$ cat config.mk
export PLATFORM = sky130hd
export DESIGN_NAME = cpu_run_ctrl
export DESIGN_NICKNAME = d
export VERILOG_FILES = /design/src/rtl/cpu_run_ctrl.sv
export SDC_FILE = /design/constraint.sdc
export NUM_CORES = 1
export LEC_CHECK = 0
export CAP_MARGIN = 25
export CORE_ASPECT_RATIO = 1.2
export CORE_MARGIN = 4
export CORE_UTILIZATION = 46
export DETAILED_ROUTE_END_ITERATION = 10
export PLACE_DENSITY = 0.84
export REMOVE_ABC_BUFFERS = 1
export SKIP_CTS_REPAIR_TIMING = 1
export SLEW_MARGIN = 20
export SYNTH_ARGS = -nofsm -noshare
export SYNTH_HDL_FRONTEND = slang
export SYNTH_SLANG_ARGS = --single-unit
$ cat constraint.sdc
create_clock -name clk -period 2.65 [get_ports clk]
set_clock_uncertainty 0.05 [all_clocks]
set_input_delay 0.53 -clock clk [delete_from_list [all_inputs] [get_ports clk]]
set_output_delay 0.53 -clock clk [all_outputs]
set_load 0.005 [all_outputs]
$ cat src/rtl/cpu_run_ctrl.sv
// rtl/cpu_run_ctrl.sv - run/halt/single-step pipeline clock-enable controller
//
// A free-running prescaler produces a slow tick. Each tick becomes a one-cycle
// pipeline clock-enable, gated by a HALT/RUN/STEP state machine and a PC breakpoint.
//
// Ports:
//   clk        in   1      system clock, rising edge
//   reset      in   1      asynchronous active-high reset
//   run_req    in   1      pulse: enter free-run
//   halt_req   in   1      pulse: stop (highest priority)
//   step_req   in   1      pulse: advance exactly one pipeline cycle
//   bp_en      in   1      breakpoint enable (level)
//   bp_addr    in   PC_W   breakpoint address
//   pc         in   PC_W   current IF-stage PC
//   cpu_en     out  1      pipeline clock-enable, one clk per advanced cycle
//   state      out  2      00=HALT 01=RUN 10=STEP
//   bp_hit     out  1      sticky: RUN stopped on breakpoint
//   cycle_cnt  out  CYC_W  cpu_en pulses issued since reset (wraps)

module cpu_run_ctrl #(
  parameter int unsigned DIV   = 50000,
  parameter int unsigned PC_W  = 32,
  parameter int unsigned CYC_W = 32
) (
  input  logic             clk,
  input  logic             reset,
  input  logic             run_req,
  input  logic             halt_req,
  input  logic             step_req,
  input  logic             bp_en,
  input  logic [PC_W-1:0]  bp_addr,
  input  logic [PC_W-1:0]  pc,
  output logic             cpu_en,
  output logic [1:0]       state,
  output logic             bp_hit,
  output logic [CYC_W-1:0] cycle_cnt
);

  typedef enum logic [1:0] {
    ST_HALT = 2'b00,
    ST_RUN  = 2'b01,
    ST_STEP = 2'b10
  } state_t;

  localparam logic [15:0] CNT_LAST = 16'(DIV - 1);

  logic [15:0]      r_cnt;
  state_t           r_state;
  logic             r_skip;
  logic             r_cpu_en;
  logic             r_bp_hit;
  logic [CYC_W-1:0] r_cycle_cnt;

  logic w_tick;
  logic w_bp_stop;
  logic w_go;
  logic w_pulse;

  assign w_tick    = (r_cnt == CNT_LAST);
  // skip masks the breakpoint for the first tick after entering RUN so that
  // execution can resume from a PC sitting on bp_addr.
  assign w_bp_stop = bp_en & (pc == bp_addr) & ~r_skip;
  assign w_go      = (r_state == ST_STEP) | ((r_state == ST_RUN) & ~w_bp_stop);
  assign w_pulse   = w_tick & w_go & ~halt_req;

  // Prescaler runs in every state; requests never realign it.
  always_ff @(posedge clk or posedge reset) begin
    if (reset) begin
      r_cnt <= 16'd0;
    end else if (w_tick) begin
      r_cnt <= 16'd0;
    end else begin
      r_cnt <= r_cnt + 16'd1;
    end
  end

  always_ff @(posedge clk or posedge reset) begin
    if (reset) begin
      r_state     <= ST_HALT;
      r_skip      <= 1'b0;
      r_cpu_en    <= 1'b0;
      r_bp_hit    <= 1'b0;
      r_cycle_cnt <= '0;
    end else begin
      r_cpu_en <= w_pulse;
      if (w_pulse) begin
        r_cycle_cnt <= r_cycle_cnt + CYC_W'(1);
      end

      if (halt_req) begin
        r_state <= ST_HALT;
      end else begin
        case (r_state)
          ST_HALT: begin
            if (run_req) begin
              r_state  <= ST_RUN;
              r_skip   <= 1'b1;
              r_bp_hit <= 1'b0;
            end else if (step_req) begin
              r_state  <= ST_STEP;
              r_bp_hit <= 1'b0;
            end
          end
          ST_STEP: begin
            // The single pulse is issued on this tick; breakpoint is ignored.
            if (w_tick) begin
              r_state <= ST_HALT;
            end
          end
          ST_RUN: begin
            if (w_tick) begin
              if (w_bp_stop) begin
                r_state  <= ST_HALT;
                r_bp_hit <= 1'b1;
              end else begin
                r_skip <= 1'b0;
              end
            end
          end
          default: begin
            r_state <= ST_HALT;
          end
        endcase
      end
    end
  end

  assign cpu_en    = r_cpu_en;
  assign state     = r_state;
  assign bp_hit    = r_bp_hit;
  assign cycle_cnt = r_cycle_cnt;

endmodule
==> run metrics <==
outcome finished, final reports clean; Max Root-Sink Buffers 2; RSZ-0062 raised after global routing false; synthesized area per cell 10.1 sq um; first-pass GRT wire length 13.1 mm; Top-Level Pins 106; CP Capture Type register; Place WS -0.0688 ns; Syn Inst Count 312; drt total wl 7.96 mm; top cells by area, synth dfrtp_1 42%, xor2_1 18%, xnor2_1 3.6%; antenna-violating nets left 0; Synth Cell Area 3160 sq um; commonest non-fill, non-tap cell in the layout clkdlybuf4s50_1; FP Rows 32; total gr overflow 0; antenna violations before repair 0; DRC 0; max-cap violation count 0; layout cell share with drive strength beyond 1 6.89%; critical path arrival 2.55 ns; biggest area consumer among synthesized cells dfrtp_1; clk_lat worst skew 0.32 ns; warning count from the yosys run 0; # port buffers 105; Tmin final 2.42 ns; Yosys reg bits 53; Pwr Density 339 nW/um^2; crit path launch type primary input; Final Wtd Congestion 0.787; most frequent cells in the layout 105 x clkdlybuf4s50_1, 64 x xor2_1, 53 x dfrtp_1, 20 x nor2_1, 19 x nor3_1; asr flop ratio synth 100%; setup TNS 0 ns; Rel. slew slack 51.4%; total core area 6570 sq um; ant diodes 0; Tot Pwr 1.50 mW; Pins Over Slew Limit 0; Finish-stage setup viols 0; worst vdd ir 0.000195 V; die span in y 98.7 um; slowest library cell on the worst path or3b_1; layout filler cell count 542; CTS Root Cell clkbuf_8; Critical Path RT 2.78 ns; Pre-Repair DR Iteration Count 4; Lkg Pwr 1.94 nW; die width 83.6 um; crit path max fanout 30; Post-synth EDFFs 0; crit share post-route 91.2%; family with the most delay on the worst path simple AND/OR/NAND/NOR gates; fmax 414 MHz; register clock-pin slew on the reported worst setup and hold paths 0.10 ns; synthesis-to-layout area growth 40.4%; initial core utilization 48.1%; Post-Route Utilization 67.5%; Num Clock Sinks 53; Layout Cells excl Fill 506; top cell type's share of synthesized area 42.0%; CP cell instances clkdlybuf4s50_1 -> xnor2_1 -> nand4_1 -> or3b_1 -> nor4_4 -> buf_12 -> nor3_1 -> xor2_1; Total Routing Usage GR 19.2%; Die ar. 8250 sq um; via count 2,779; Synth Flop Type dfrtp_1; total CTS buffers 5; Worst Max-Slew Pin Slew 0.729 ns; dpl cells 498; sequential cell area fraction in the yosys report 42.0%; setup ws final 0.234 ns; TritonCTS clock tree yes; Final Hold Viols 0; Wirelength per Cell 15.7 um; detailed placement HPWL 6.26 mm; H-tree lvl count 2; CP bufs+invs 2; Initial DRC Count 155; Worst path max stage delay 0.46 ns; kind of critical path primary input to register; Hold Path Class register to register; vias in the first global route 2,823; Synth cell types 45; vias per cell 5.49; largest net degree at the start of global routing 54; fin nets 492
==> stage by stage <==
stage               instance area, sq um  hold slack [ns]
floorplan                           3090            0.375
global placement                    4340            0.388
detailed placement                  4340            0.407
CTS                                 4430            0.421
global route                        4430            0.443
finish                              4430            0.418
==> power breakdown <==
group / total, mW / leakage [nW] / internal (mW) / switching (mW)
sequential: 0.818 / 0.714 / 0.810 / 0.00796
clock: 0.476 / 0.0447 / 0.191 / 0.285
combinational: 0.209 / 1.18 / 0.132 / 0.0770
==> worst register-to-register path: stages, from the launching register on <==
cell and delay [ns]:
dfrtp_1 0.38, ha_1 0.19, and3_1 0.30, nand4_2 0.19, or2_1 0.51, nor4_1 0.46
xor2_1 0.18
==> cells in the mapped netlist, drive strengths merged (5+ instances only) <==
library cell	number
nand4	17
o21ai	5
nand3	17
xnor2	13
and3	11
nor2	21
xor2	64
dfrtp	53
nor3	20
nand2	15
nor4	21
buf	7
==> state kept, by name, summed over array words and instances, names as in the netlist <==
register,cells
bp_hit,1
cpu_en,1
r_cnt,16
cycle_cnt,32
state,2
r_skip,1
==> path summary, 6_finish.rpt <==
kind                                  from            end  slack (ns)  depth (start not counted)
worst max-delay path            bp_addr[7]   cycle_cnt[7]        0.23                          8
min in group asynchronous            reset       r_cnt[6]        0.52                          3
worst min register to register    r_cnt[0]       r_cnt[0]        0.42                          1
max in group asynchronous            reset  cycle_cnt[15]        1.79                          3
worst min-delay path              r_cnt[0]       r_cnt[0]        0.42                          1
worst max register to register    r_cnt[0]  cycle_cnt[13]        0.31                          6
==> kinds of logic (layout without fill, tap and decap cells) <==
family,count (synthesis),after routing,synth area share [%]
muxes,2,2,0.634
DFF,53,53,42.0
and+or+nand+nor,152,152,30.3
adders and majority gates,2,2,0.793
xor gates and xnor gates,77,77,21.4
buffers and inverters,13,122,2.22
AOI/OAI and AO/OA,13,13,2.62
==> metal layers <==
layer / part of all wire (%) / track usage [%] / up-vias
met3: 3.7 / 3.43 / 18
met5: 0 / 0 / -
met2: 56 / 35.2 / 72
met1: 38 / 22.8 / 1359
li1: - / - / 1330
met4: 2.3 / 5.94 / 0
==> layout make-up <==
type / count / area [sq um] / area share [%]
Clock buffer: 5 / 68.8 / 1.55
Clock inverter: 3 / 25.0 / 0.565
Inverter: 2 / 7.51 / 0.169
Multi-Input combinational cell: 246 / 1770 / 39.9
Sequential cell: 53 / 1330 / 29.9
Tap cell: 85 / 106 / 2.40
Timing Repair Buffer: 112 / 1130 / 25.5
Note: power is estimated with default switching activity, not from simulation.
